--- config.mk ---
export PLATFORM = sky130hd
export DESIGN_NAME = set_query_ctrl
export DESIGN_NICKNAME = d
export VERILOG_FILES = /design/src/rtl/set_pkg.sv /design/src/rtl/set_req_fifo.sv /design/src/rtl/set_query_ctrl.sv
export SDC_FILE = /design/constraint.sdc
export NUM_CORES = 1
export LEC_CHECK = 0
export CORE_MARGIN = 2
export CORE_UTILIZATION = 45
export DETAILED_ROUTE_END_ITERATION = 12
export HOLD_SLACK_MARGIN = 0.15
export PLACE_DENSITY = 0.66
export SLEW_MARGIN = 20
export SYNTH_ARGS = -nofsm -noshare
export SYNTH_HDL_FRONTEND = slang
export SYNTH_SLANG_ARGS = --single-unit
--- constraint.sdc ---
create_clock -name clk -period 3.3 [get_ports clk]
set_input_delay 0.99 -clock clk [delete_from_list [all_inputs] [get_ports clk]]
set_output_delay 0.99 -clock clk [all_outputs]
set_load 0.01 [all_outputs]
--- src/rtl/set_pkg.sv ---
// set_pkg: shared widths, mode encodings, FSM states and request payload
// layout for the SET query controller.
package set_pkg;

    localparam int CENTRAL_W = 24;   // {x1,y1,x2,y2,x3,y3}, 4 bits each
    localparam int RADIUS_W  = 12;   // {r1,r2,r3}
    localparam int MODE_W    = 2;
    localparam int CAND_W    = 8;    // count 0..64

    // Set-operation modes; the controller passes them through untouched.
    localparam logic [MODE_W-1:0] MODE_A       = 2'd0;
    localparam logic [MODE_W-1:0] MODE_A_AND_B = 2'd1;
    localparam logic [MODE_W-1:0] MODE_A_XOR_B = 2'd2;
    localparam logic [MODE_W-1:0] MODE_TWO_OF3 = 2'd3;

    typedef enum logic [1:0] {
        IDLE  = 2'd0,
        ISSUE = 2'd1,
        WAIT  = 2'd2
    } state_e;

    // Request payload; the sequence tag is appended below it in the FIFO.
    typedef struct packed {
        logic [CENTRAL_W-1:0] central;
        logic [RADIUS_W-1:0]  radius;
        logic [MODE_W-1:0]    mode;
    } set_job_t;

    localparam int JOB_W = $bits(set_job_t);

endpackage

--- src/rtl/set_req_fifo.sv ---
// set_req_fifo: synchronous DEPTH-entry request FIFO with wrap-around
// pointers (extra MSB distinguishes full from empty). Head is read
// combinationally so the controller can present it in the issue cycle.
module set_req_fifo #(
    parameter int DEPTH = 4,
    parameter int WIDTH = 42
) (
    input  logic             clk,
    input  logic             rst,
    input  logic             push_i,
    input  logic [WIDTH-1:0] data_i,
    input  logic             pop_i,
    output logic [WIDTH-1:0] data_o,
    output logic             full_o,
    output logic             empty_o
);

    localparam int AW = $clog2(DEPTH);

    logic [WIDTH-1:0] mem_q [DEPTH];
    logic [AW:0]      wr_ptr_q, rd_ptr_q;
    logic             do_push, do_pop;

    assign empty_o = (wr_ptr_q == rd_ptr_q);
    assign full_o  = (wr_ptr_q[AW] != rd_ptr_q[AW]) &&
                     (wr_ptr_q[AW-1:0] == rd_ptr_q[AW-1:0]);

    // Fullness is pre-pop: a push into a full FIFO waits even if it pops.
    assign do_push = push_i && !full_o;
    assign do_pop  = pop_i && !empty_o;
    assign data_o  = mem_q[rd_ptr_q[AW-1:0]];

    // Storage array, written at the tail.
    always_ff @(posedge clk) begin
        if (do_push) mem_q[wr_ptr_q[AW-1:0]] <= data_i;
    end

    // Pointer advance.
    always_ff @(posedge clk or posedge rst) begin
        if (rst) begin
            wr_ptr_q <= '0;
            rd_ptr_q <= '0;
        end else begin
            if (do_push) wr_ptr_q <= wr_ptr_q + 1'b1;
            if (do_pop)  rd_ptr_q <= rd_ptr_q + 1'b1;
        end
    end

endmodule

--- src/rtl/set_query_ctrl.sv ---
// set_query_ctrl: buffers tagged SET query requests, issues them to the
// engine only at sync points (set_valid or !set_busy), and returns each
// captured count tagged, in request order, through a response register
// backed by a one-deep skid.
// Optional build macro SET_QCTRL_TIMEOUT_EN adds a sticky watchdog.
module set_query_ctrl
    import set_pkg::*;
#(
    parameter int DEPTH   = 4,
    parameter int TAG_W   = 4,
    parameter int TIMEOUT = 32
) (
    input  logic                 clk,
    input  logic                 rst,
    input  logic                 req_valid,
    output logic                 req_ready,
    input  logic [CENTRAL_W-1:0] req_central,
    input  logic [RADIUS_W-1:0]  req_radius,
    input  logic [MODE_W-1:0]    req_mode,
    output logic [TAG_W-1:0]     req_tag,
    output logic                 set_en,
    output logic [CENTRAL_W-1:0] set_central,
    output logic [RADIUS_W-1:0]  set_radius,
    output logic [MODE_W-1:0]    set_mode,
    input  logic                 set_busy,
    input  logic                 set_valid,
    input  logic [CAND_W-1:0]    set_candidate,
    output logic                 rsp_valid,
    input  logic                 rsp_ready,
    output logic [CAND_W-1:0]    rsp_candidate,
    output logic [TAG_W-1:0]     rsp_tag,
    output logic                 err_timeout
);

    localparam int ENTRY_W = JOB_W + TAG_W;

    state_e             state_q;
    logic [TAG_W-1:0]   tag_q, tag_d, inflight_tag_q, head_tag;
    set_job_t           job_q, head_job, req_job;
    logic [ENTRY_W-1:0] fifo_wdata, fifo_rdata;
    logic               fifo_full, fifo_empty, push;
    logic               sync_pt, rsp_free, capture;
    logic               issue_first, issue_b2b, timeout_hit;

    logic               rsp_valid_q, skid_valid_q;
    logic [CAND_W-1:0]  rsp_cand_q, skid_cand_q;
    logic [TAG_W-1:0]   rsp_tag_q, skid_tag_q;

    // ---------------- request side ----------------
    assign req_job    = '{central: req_central, radius: req_radius, mode: req_mode};
    assign fifo_wdata = {req_job, tag_q};
    assign push       = req_valid && !fifo_full;
    assign req_ready  = !fifo_full;
    assign req_tag    = tag_q;
    assign tag_d      = tag_q + 1'b1;

    set_req_fifo #(.DEPTH(DEPTH), .WIDTH(ENTRY_W)) u_fifo (
        .clk     (clk),
        .rst     (rst),
        .push_i  (push),
        .data_i  (fifo_wdata),
        .pop_i   (set_en),
        .data_o  (fifo_rdata),
        .full_o  (fifo_full),
        .empty_o (fifo_empty)
    );

    assign head_job = fifo_rdata[ENTRY_W-1:TAG_W];
    assign head_tag = fifo_rdata[TAG_W-1:0];

    // Sequence tag assigned to each accepted request.
    always_ff @(posedge clk or posedge rst) begin
        if (rst)       tag_q <= '0;
        else if (push) tag_q <= tag_d;
    end

    // ---------------- issue decode ----------------
    // set_en must land in the very cycle the engine reports a sync point,
    // so it is decoded from live engine status rather than registered.
    assign sync_pt     = set_valid || !set_busy;
    assign rsp_free    = !rsp_valid_q || rsp_ready;
    assign capture     = (state_q == WAIT) && set_valid;
    assign issue_first = (state_q == ISSUE) && sync_pt && !fifo_empty && !skid_valid_q;
    // Chain the next job only if this result lands in the response register;
    // otherwise it goes to the skid and the engine is left parked.
    assign issue_b2b   = capture && !fifo_empty && rsp_free;
    assign set_en      = issue_first || issue_b2b;

    // Engine inputs show the entry being issued during set_en, then hold it.
    assign set_central = set_en ? head_job.central : job_q.central;
    assign set_radius  = set_en ? head_job.radius  : job_q.radius;
    assign set_mode    = set_en ? head_job.mode    : job_q.mode;

    assign rsp_valid     = rsp_valid_q;
    assign rsp_candidate = rsp_cand_q;
    assign rsp_tag       = rsp_tag_q;

    // Control FSM plus held engine inputs, response register and skid.
    always_ff @(posedge clk or posedge rst) begin
        if (rst) begin
            state_q        <= IDLE;
            job_q          <= '0;
            inflight_tag_q <= '0;
            rsp_valid_q    <= 1'b0;
            rsp_cand_q     <= '0;
            rsp_tag_q      <= '0;
            skid_valid_q   <= 1'b0;
            skid_cand_q    <= '0;
            skid_tag_q     <= '0;
        end else begin
            if (set_en) begin
                job_q          <= head_job;
                inflight_tag_q <= head_tag;
            end

            // A job is only in flight with the skid empty, so a capture
            // always has somewhere to go.
            if (capture) begin
                if (rsp_free) begin
                    rsp_valid_q <= 1'b1;
                    rsp_cand_q  <= set_candidate;
                    rsp_tag_q   <= inflight_tag_q;
                end else begin
                    skid_valid_q <= 1'b1;
                    skid_cand_q  <= set_candidate;
                    skid_tag_q   <= inflight_tag_q;
                end
            end else if (rsp_valid_q && rsp_ready) begin
                if (skid_valid_q) begin
                    rsp_cand_q   <= skid_cand_q;
                    rsp_tag_q    <= skid_tag_q;
                    skid_valid_q <= 1'b0;
                end else begin
                    rsp_valid_q <= 1'b0;
                end
            end

            case (state_q)
                IDLE:    if (!fifo_empty) state_q <= ISSUE;
                ISSUE:   if (set_en) state_q <= WAIT;
                WAIT: begin
                    if (timeout_hit)                state_q <= IDLE;
                    else if (capture && !issue_b2b) state_q <= IDLE;
                end
                default: state_q <= IDLE;
            endcase
        end
    end

`ifdef SET_QCTRL_TIMEOUT_EN
    localparam int TO_W = (TIMEOUT > 2) ? $clog2(TIMEOUT) : 1;

    logic [TO_W-1:0] to_cnt_q;
    logic            err_q;

    // Fires so that err_timeout is visible TIMEOUT cycles after set_en.
    assign timeout_hit = (state_q == WAIT) && !set_valid &&
                         (to_cnt_q == TO_W'(TIMEOUT - 2));
    assign err_timeout = err_q;

    // Watchdog: restart at each issue, count WAIT cycles, sticky error.
    always_ff @(posedge clk or posedge rst) begin
        if (rst) begin
            to_cnt_q <= '0;
            err_q    <= 1'b0;
        end else begin
            if (set_en)                              to_cnt_q <= '0;
            else if (state_q == WAIT && !set_valid)  to_cnt_q <= to_cnt_q + 1'b1;
            if (timeout_hit) err_q <= 1'b1;
        end
    end
`else
    assign timeout_hit = 1'b0;
    assign err_timeout = 1'b0;
`endif

endmodule

==> results.sh, run 1 <==
export IMPL_slowest_delay_ns=0.32
export IMPL_drt_total_wl_mm=17.7
export IMPL_cp_required_ns=2.31
export IMPL_clock_latency_ns=0.51
export IMPL_io_buffers=108
export IMPL_clkTransAtPathRegs_ns=0.06
export IMPL_critical_path_top_delay_family="buffers and inverters"
export IMPL_yosys_warnings=0
export IMPL_status="finished, violations left"
export IMPL_syn_num_nets=531
export IMPL_ant_nets=0
export IMPL_die_area_um2=22400
export IMPL_synth_distinct_cells=32
export IMPL_min_period_over_period_pct=103
export IMPL_cts_buffers=26
export IMPL_setup_viol=38
export IMPL_crit_buf_inv=4
export IMPL_grt_use_total_pct=16.4
export IMPL_grt_setup_unrepaired="yes"
export IMPL_final_cell_mix="edfxtp_1 (168), dfrtp_1 (78), clkdlybuf4s50_1 (66)"
export IMPL_gp_congestion=0.764
export IMPL_min_period_ns=3.40
export IMPL_globalRouteOverflowTotal=0
export IMPL_syn_avg_cell_area_um2=20.2
export IMPL_holdWs_ns=0.501
export IMPL_cts_max_path_buffers=3
export IMPL_cp_max_fo=6
export IMPL_drc_errors=0
export IMPL_nets=684
export IMPL_violations="setup timing"
export IMPL_cts_tree="built"
export IMPL_drive_above_1_share_pct=35.2
export IMPL_final_setup_skew_ns=0.00604
export IMPL_dr_total_vias=4702
export IMPL_powerDensity_nw_per_um2=963
export IMPL_syn_cell_area_um2=9540
export IMPL_wl_per_cell_um=19.2
export IMPL_clock_sinks=248
export IMPL_first_global_vias=5134
export IMPL_grt_max_degree=45
export IMPL_endpoint_kind="primary output"
export IMPL_dp_hpwl_mm=10.8
export IMPL_finalHoldViolCount=0
export IMPL_cp_arrival_ns=2.41
export IMPL_cp_slowest_cell="mux2_4"
export IMPL_fmax_ghz=0.294
export IMPL_hold_class="flop to flop"
export IMPL_root_buffer="clkbuf_16"
export IMPL_core_rowCount=53
export IMPL_regToRegSetupSlack_ns=1.40
export IMPL_vdd_drop_max_mv=0.509
export IMPL_synth_cells=473
export IMPL_final_common_cell="edfxtp_1"
export IMPL_dp_slack_ns=-0.834
export IMPL_finalSetupTns_ns=-3.07
export IMPL_finalCoreUtilization_pct=58.2
export IMPL_worst_setup_path_start_kind="input pin"
export IMPL_maxSlewViolCount=0
export IMPL_crit_path_cell_trace="buf_8, nand2b_4, a32o_2, and2_4, buf_12, buf_12, mux2_4, buf_6"
export IMPL_dr_pass1_iters=6
export IMPL_die_x_um=150
export IMPL_crit_type="input pin to primary output"
export IMPL_area_delta_synth_final_pct=27.5
export IMPL_finalPower_uw=11700
export IMPL_grt_pass1_wl_mm=28.0
export IMPL_fin_ws_ns=-0.0971
export IMPL_cap_violations=0
export IMPL_start_util_pct=45.7
export IMPL_cpMostUsedCell="buf_12"
export IMPL_ys_seq_elements=248
export IMPL_vias_per_cell=5.11
export IMPL_seq_area_frac_synth_pct=73.9
export IMPL_htree_levels=1
export IMPL_ioPinCount=110
export IMPL_drt_iter0_markers=245
export IMPL_antenna_found_initial=1
export IMPL_core_um2=20900
export IMPL_diodes=0
export IMPL_power_leakage_uw=0.00455
export IMPL_die_y_um=150
export IMPL_n_fill_cell=1591
area by class of cell:
class | instances | area (um^2) | share of cell area, %
timing repair buffer | 148 | 1610 | 13.2
tap | 275 | 344 | 2.83
sequential | 248 | 7050 | 58.0
clock inverter | 11 | 76.3 | 0.628
inverter | 7 | 27.5 | 0.226
multi-input combinational | 195 | 2320 | 19.1
clock buffer | 36 | 729 | 6.00
state kept, by name (all words and copies together) (netlist names), 4 cells and up:
signal	flops
job_q	38
rsp_candidate	8
u_fifo.mem_q	168
req_tag	4
skid_tag_q	4
inflight_tag_q	4
rsp_tag	4
skid_cand_q	8
metrics by stage:
step	cells	cell area, um^2
after CTS	917	12100
after floorplan	473	9540
after global routing	920	12200
after global placement	860	11100
after detailed placement	860	11100
final	920	12200
final timing paths:
check,startpoint,endpoint,depth (start not counted)
worst max-delay path,set_valid,set_central[16],8
worst min register to register,job_q[22],job_q[22],1
worst min-delay path,job_q[22],job_q[22],1
worst max register to register,state_q[0],inflight_tag_q[1],6
max in group asynchronous,rst,skid_cand_q[4],3
min in group asynchronous,rst,u_fifo.wr_ptr_q[1],2
synth_stat cells, drive strengths merged:
| cell type | instances | share of area [%] |
|---|---|---|
| nand4 | 2 | 0.13 |
| dfrtp | 80 | 21 |
| xnor2 | 6 | 0.55 |
| nand3b | 2 | 0.16 |
| inv | 7 | 0.28 |
| and3b | 1 | 0.092 |
| edfxtp | 168 | 53 |
| clkbuf | 9 | 0.37 |
| xor2 | 4 | 0.37 |
| buf | 14 | 1.5 |
| a31oi | 13 | 0.85 |
| nor2 | 15 | 0.59 |
| and2 | 5 | 0.35 |
| o41ai | 1 | 0.092 |
| mux2 | 56 | 8.1 |
| a21boi | 1 | 0.079 |
| o21ai | 3 | 0.16 |
| nand2b | 2 | 0.13 |
| nand3 | 2 | 0.10 |
| mux4 | 42 | 9.9 |
| a32o | 1 | 0.10 |
| conb | 1 | 0.039 |
| a21oi | 1 | 0.052 |
| ha | 6 | 0.79 |
| nand2 | 30 | 1.2 |
| o211a | 1 | 0.10 |
metal layers:
layer  vias up  share of wire (%)  track usage, %
met1      2432                 41            20.8
met3        29                5.5            3.54
met5         -              0.051               0
met4         2                1.7            4.00
li1       2136                  -               -
met2       103                 52            28.9
what timing repair did:
action	in CTS	in global routing
pin swaps	2	1
endpoints found under the setup margin	39	39
setup buffers	8	4
gates resized for setup	217	3
hold buffers	0	0
gates cloned	2	0
cells by family (layout without fill, tap and decap cells):
logic type      Yosys count  in the layout  synth area share [%]
xor+xnor                 10             10                 0.918
simple gates             59             59                  2.74
mux                      98             98                  18.0
compound gates           21             21                  1.44
buf+inv                  30            202                  2.16
fa+ha+maj                 6              6                 0.787
flops                   248            248                  73.9
other cells               1              1                0.0393
power by group:
| group | internal, uW | switching [uW] |
|---|---|---|
| registers | 4350 | 357 |
| logic | 2450 | 1820 |
| clock network | 1610 | 1110 |
(Power assumes the default switching activity.)
==> run 2: changes to the inputs <==
--- a/config.mk
+++ b/config.mk
@@ -5,6 +5,7 @@
 export SDC_FILE = /design/constraint.sdc
 export NUM_CORES = 1
 export LEC_CHECK = 0
+export ABC_AREA = 1
 export CORE_MARGIN = 2
 export CORE_UTILIZATION = 45
 export DETAILED_ROUTE_END_ITERATION = 12
==> run 2 against run 1 <==
The run now ends clean. Largest power group is now combinational cells. Worst hold slack lost 0.035 ns. Critical path type unchanged. Largest cell class unchanged. Flip-flop and latch count is the same. Power grew 14%. First-iteration DRC count grew 76%. Clock power is essentially flat.
==> results.sh, run 2 <==
export IMPL_cts_buffers=26
export IMPL_synth_cells=1095
export IMPL_endpoint_kind="primary output"
export IMPL_yosysMostFrequentCell="nand2_1"
export IMPL_route_met2_wl_mm=11.7
export IMPL_final_setup_skew_ns=0.0271
export IMPL_finalPower_uw=13300
export IMPL_syn_avg_cell_area_um2=9.71
export IMPL_cts_tree="built"
export IMPL_cts_max_path_buffers=3
export IMPL_ioPinCount=110
export IMPL_crit_type="input pin to primary output"
export IMPL_die_x_um=158
export IMPL_cap_violations=0
export IMPL_ys_seq_elements=248
export IMPL_drive_above_1_share_pct=14.9
export IMPL_yosys_warnings=0
export IMPL_io_buffers=108
export IMPL_ant_nets=0
export IMPL_hold_class="flop to flop"
export IMPL_core_rowCount=56
export IMPL_dr_pass1_iters=5
export IMPL_synth_area_leader_cell="edfxtp_1"
export IMPL_globalRouteOverflowTotal=0
export IMPL_clock_sinks=248
export IMPL_syn_cell_area_um2=10600
export IMPL_synth_top_cells_by_count="nand2_1 (390), inv_1 (197), edfxtp_1 (168)"
export IMPL_die_y_um=158
export IMPL_relSlewSlack_pct=57.3
export IMPL_synth_top_area_share_pct=47.5
export IMPL_area_delta_synth_final_pct=27.4
export IMPL_finalSetupTns_ns=0
export IMPL_fmax_ghz=0.311
export IMPL_max_slew_worst_pin_slew_ns=0.640
export IMPL_maxSlewViolCount=0
export IMPL_clock_latency_ns=0.54
export IMPL_holdBufCountCts=0
export IMPL_final_common_cell="nand2_1"
export IMPL_cp_max_fo=7
export IMPL_dp_hpwl_mm=13.5
export IMPL_cp_required_ns=2.31
export IMPL_drt_total_wl_mm=24.1
export IMPL_cp_arrival_ns=2.22
export IMPL_drt_iter0_markers=430
export IMPL_wl_per_cell_um=15.1
export IMPL_clkTransAtPathRegs_ns=0.06
export IMPL_worst_setup_path_start_kind="input pin"
export IMPL_highest_layer="met4"
export IMPL_final_cell_mix="nand2_1 (367), inv_1 (194), edfxtp_1 (168)"
export IMPL_synth_edf_count=168
export IMPL_dr_total_vias=7648
export IMPL_diodes=0
export IMPL_root_buffer="clkbuf_16"
export IMPL_vdd_drop_max_mv=0.673
export IMPL_finalHoldViolCount=0
export IMPL_grt_use_total_pct=20.1
export IMPL_htree_levels=1
export IMPL_nets=1318
export IMPL_synth_top_flop_cell="edfxtp_1"
export IMPL_gp_congestion=0.761
export IMPL_wl_met3_mm=1.38
export IMPL_min_period_ns=3.21
export IMPL_min_period_over_period_pct=97.3
export IMPL_synth_area_top_cells="edfxtp_1 (47%), dfrtp_1 (19%), nand2_1 (14%)"
export IMPL_start_util_pct=45.6
export IMPL_syn_num_nets=1153
export IMPL_grt_pass1_wl_mm=38.8
export IMPL_seq_area_frac_synth_pct=66.3
export IMPL_powerDensity_nw_per_um2=983
export IMPL_core_um2=23300
export IMPL_placed_area_um2=12200
export IMPL_die_area_um2=24900
export IMPL_drc_errors=0
export IMPL_largest_register_ffs=168
export IMPL_synthArstFlopShare_pct=32.3
export IMPL_wl_met1_mm=10.0
export IMPL_grt_setup_unrepaired="no"
export IMPL_antenna_found_initial=0
export IMPL_synth_distinct_cells=21
export IMPL_power_leakage_uw=0.00645
export IMPL_status="finished clean"
export IMPL_setup_viol=0
export IMPL_vias_per_cell=4.79
export IMPL_grt_max_degree=86
export IMPL_final_cell_area_um2=13500
export IMPL_first_global_vias=7590
[run 2: cell types whose count changed in the layout (fill, tap and decap cells not counted), sizes merged, moves of 24 or more]
cell / before / now
mux2: 56 / 0
inv: 6 / 201
nand3: 2 / 155
nand2: 30 / 391
buf: 80 / 104
mux4: 42 / 0
[run 2: per-stage QoR]
stage	utilization [%]	hold slack, ns	cells	setup WS [ns]
floorplan	-	0.442	1095	-0.385
global placement	52.4	0.450	1502	-0.539
detailed placement	52.4	0.455	1502	-0.554
CTS	58.1	0.472	1597	-0.00802
global route	58.0	0.492	1598	0.0142
finish	58.0	0.466	1598	0.0891
[run 2: what timing repair did]
item                       CTS  global route
pin swaps                   10             3
setup endpoints to repair   39            40
cloned                       5             0
setup buffers               43             1
gates resized for setup    167            17
[run 2: area by class of cell]
| class | count | area, um^2 |
|---|---|---|
| Clock buffer | 34 | 691 |
| Clock inverter | 13 | 95.1 |
| Fill cell | 1926 | 9790 |
| Sequential cell | 248 | 7050 |
| Multi-Input combinational cell | 594 | 2680 |
| Timing Repair Buffer | 190 | 1870 |
| Inverter | 200 | 753 |
| Tap cell | 319 | 399 |
[run 2: per-layer routing]
| layer | track usage [%] | vias to the layer above |
|---|---|---|
| met2 | 34.3 | 205 |
| li1 | - | 3771 |
| met1 | 25.3 | 3602 |
| met5 | 0 | - |
| met4 | 7.97 | 0 |
| met3 | 3.64 | 70 |
[run 2: where the power goes]
group | leakage [uW] | switching [uW] | total (uW) | internal, uW
clock network | 0.000382 | 1150 | 2700 | 1550
logic | 0.00351 | 3360 | 5990 | 2630
registers | 0.00256 | 337 | 4610 | 4280
[run 2: logic make-up (layout without fill, tap and decap cells)]
kind of cell / count (synthesis) / after routing / synth area share [%]
flops: 248 / 248 / 66.3
fa+ha+maj: 6 / 6 / 0.706
simple gates: 559 / 559 / 21.9
buf+inv: 253 / 437 / 9.66
xor+xnor: 3 / 3 / 0.247
compound gates: 25 / 25 / 1.18
other cells: 1 / 1 / 0.0353
[run 2: worst paths after layout]
| kind | from | endpoint | slack [ns] | depth (start not counted) |
|---|---|---|---|---|
| setup / recovery | set_valid | set_radius[0] | 0.09 | 12 |
| hold / removal | job_q[10] | job_q[10] | 0.47 | 2 |
| setup reg to reg | state_q[1] | job_q[25] | 0.18 | 22 |
| hold reg to reg | job_q[10] | job_q[10] | 0.47 | 2 |
| max in group asynchronous | rst | u_fifo.rd_ptr_q[0] | 1.80 | 3 |
| min in group asynchronous | rst | job_q[29] | 0.88 | 2 |
[run 2: worst max-delay path, cell delays in order]
cell	delay, ns
buf_2	0.11
inv_1	0.05
nand2_2	0.07
nand3_2	0.10
nand2_4	0.12
buf_12	0.13
nand2_8	0.09
buf_12	0.16
buf_16	0.14
nand2_1	0.06
nand2_1	0.06
buf_2	0.14
==> run 3: changes to the inputs <==
--- a/config.mk
+++ b/config.mk
@@ -11,6 +11,7 @@
 export DETAILED_ROUTE_END_ITERATION = 12
 export HOLD_SLACK_MARGIN = 0.15
 export PLACE_DENSITY = 0.66
+export SKIP_CTS_REPAIR_TIMING = 1
 export SLEW_MARGIN = 20
 export SYNTH_ARGS = -nofsm -noshare
 export SYNTH_HDL_FRONTEND = slang
==> run 3 against run 2 <==
Sequential power is essentially flat. First-iteration DRC count grew 6.7%. Clock power is essentially flat.
==> results.sh, run 3 (synthesis gave the netlist of run 2 again) <==
export IMPL_cts_tree="built"
export IMPL_setup_viol=0
export IMPL_grt_met2_usage_pct=31.8
export IMPL_dr_pass1_iters=5
export IMPL_cpMostUsedCell="dlymetal6s2s_1"
export IMPL_fmax_ghz=0.315
export IMPL_drt_total_wl_mm=23.1
export IMPL_cp_slowest_cell="dlymetal6s2s_1"
export IMPL_cp_arrival_ns=2.18
export IMPL_ioPinCount=110
export IMPL_use_met1_pct=23.5
export IMPL_die_area_um2=24900
export IMPL_use_met3_pct=3.18
export IMPL_area_delta_synth_final_pct=23.4
export IMPL_drt_iter0_markers=459
export IMPL_drc_errors=0
export IMPL_final_cell_mix="nand2_1 (384), inv_1 (196), edfxtp_1 (168)"
export IMPL_start_util_pct=45.6
export IMPL_regToRegSetupSlack_ns=1.10
export IMPL_nets=1275
export IMPL_die_y_um=158
export IMPL_core_um2=23300
export IMPL_relSlewSlack_pct=57.2
export IMPL_power_frac_seq_pct=37.2
export IMPL_die_x_um=158
export IMPL_grt_setup_unrepaired="no"
export IMPL_reg2reg_to="u_fifo.mem_q[2][30]"
export IMPL_min_from="job_q[10]"
export IMPL_io_buffers=108
export IMPL_hold_class="flop to flop"
export IMPL_crit_type="input pin to primary output"
export IMPL_antenna_found_initial=0
export IMPL_endpoint_kind="primary output"
export IMPL_swShare_pct=37.2
export IMPL_internal_power_uw=7770
export IMPL_regArea_um2=7050
export IMPL_root_buffer="clkbuf_16"
export IMPL_gp_congestion=0.761
export IMPL_holdWs_ns=0.465
export IMPL_grt_pass1_wl_mm=36.4
export IMPL_clkPwrFrac_pct=21.8
export IMPL_slowest_delay_ns=0.17
export IMPL_powerDensity_nw_per_um2=944
export IMPL_cp_max_fo=12
export IMPL_rr_worst_depth=8
export IMPL_dp_hpwl_mm=13.5
export IMPL_worst_setup_path_start_kind="input pin"
export IMPL_maxSlewViolCount=0
export IMPL_power_leakage_uw=0.00634
export IMPL_diodes=0
export IMPL_clkTransAtPathRegs_ns=0.06
export IMPL_min_period_ns=3.17
export IMPL_drive_above_1_share_pct=10.1
export IMPL_critical_path_top_delay_family="buffers and inverters"
export IMPL_cts_max_path_buffers=3
export IMPL_status="finished clean"
export IMPL_cp_required_ns=2.31
export IMPL_dr_total_vias=7438
export IMPL_clock_latency_ns=0.54
export IMPL_globalRouteOverflowTotal=0
export IMPL_min_period_over_period_pct=96.2
export IMPL_max_slew_worst_pin_slew_ns=0.641
export IMPL_htree_levels=1
export IMPL_comb_power_share_pct=41.0
export IMPL_crit_buf_inv=5
export IMPL_finalHoldViolCount=0
export IMPL_n_fill_cell=1970
export IMPL_final_setup_skew_ns=0.0248
export IMPL_cap_violations=0
export IMPL_hold_path_end="job_q[10]"
export IMPL_busiest_layer="met2"
export IMPL_whs_path_depth=2
export IMPL_power_switching_uw=4610
export IMPL_final_common_cell="nand2_1"
export IMPL_crit_path_cell_trace="dlymetal6s2s_1, inv_1, nand2_2, nand3_4, nand2_8, buf_4, buf_8, nand3_1, nand2_1, dlymetal6s2s_1"
export IMPL_vdd_drop_max_mv=0.695
export IMPL_grt_max_degree=86
export IMPL_dp_slack_ns=-0.554
export IMPL_r2r_start="u_fifo.wr_ptr_q[1]"
export IMPL_ant_nets=0
export IMPL_finalPower_uw=12400
export IMPL_multi_input_area_um2=2670
export IMPL_cts_buffers=26
export IMPL_wl_per_cell_um=14.8
export IMPL_finalSetupTns_ns=0
export IMPL_grt_use_total_pct=18.5
export IMPL_first_global_vias=7248
export IMPL_fin_ws_ns=0.125
export IMPL_clock_sinks=248
export IMPL_largest_register_ffs=168
export IMPL_vias_per_cell=4.78
export IMPL_core_rowCount=56
-- run 3: cell count changes in the layout (fill, tap and decap cells not counted), sizes merged --
cell / delta
clkbuf: +26
dlymetal6s2s: +13
buf: -65
clkdlybuf4s15: -16
bufbuf: -1
-- run 3: tightest hold or removal path: stages, from the launching register on --
cell     delay, ns
dfrtp_1       0.32
nand2_1       0.06
nand2_2       0.06
-- run 3: final cells by class --
| class | instances | area share [%] |
|---|---|---|
| inverter | 200 | 5.74 |
| clock inverter | 13 | 0.725 |
| sequential | 248 | 53.8 |
| tap | 319 | 3.04 |
| timing repair buffer | 147 | 11.1 |
| clock buffer | 34 | 5.27 |
| multi-input combinational | 594 | 20.4 |
-- run 3: power groups by stage --
stage,Sequential [uW],Combinational (uW),Clock (uW)
2_1_floorplan,4640,2890,0
3_3_place_gp,4630,5000,0
3_5_place_dp,4660,5070,0
4_1_cts,4600,5100,2760
5_1_grt,4690,5700,2880
6_report,4600,5070,2700
-- run 3: worst max-delay path by stage --
stage,start,endpoint,cells after the start
floorplan,req_valid,u_fifo.mem_q[0][0],4
global placement,rsp_ready,set_central[20],9
detailed placement,rsp_ready,set_central[20],9
CTS,rsp_ready,set_central[20],9
global route,u_fifo.wr_ptr_q[1],set_central[16],9
finish,set_valid,set_central[16],10
-- run 3: per-stage QoR --
step | instances | util (%) | area, um^2
final | 1555 | 56.2 | 13100
after global routing | 1555 | 56.2 | 13100
after CTS | 1549 | 55.8 | 13000
after detailed placement | 1502 | 52.4 | 12200
after global placement | 1502 | 52.4 | 12200
after floorplan | 1095 | - | 10600
-- run 3: layer usage --
layer  routed length, um  share of wire, %
met5                   0                 0
met2               11300                49
met3                1290               5.6
met4                 757               3.3
met1                9750                42
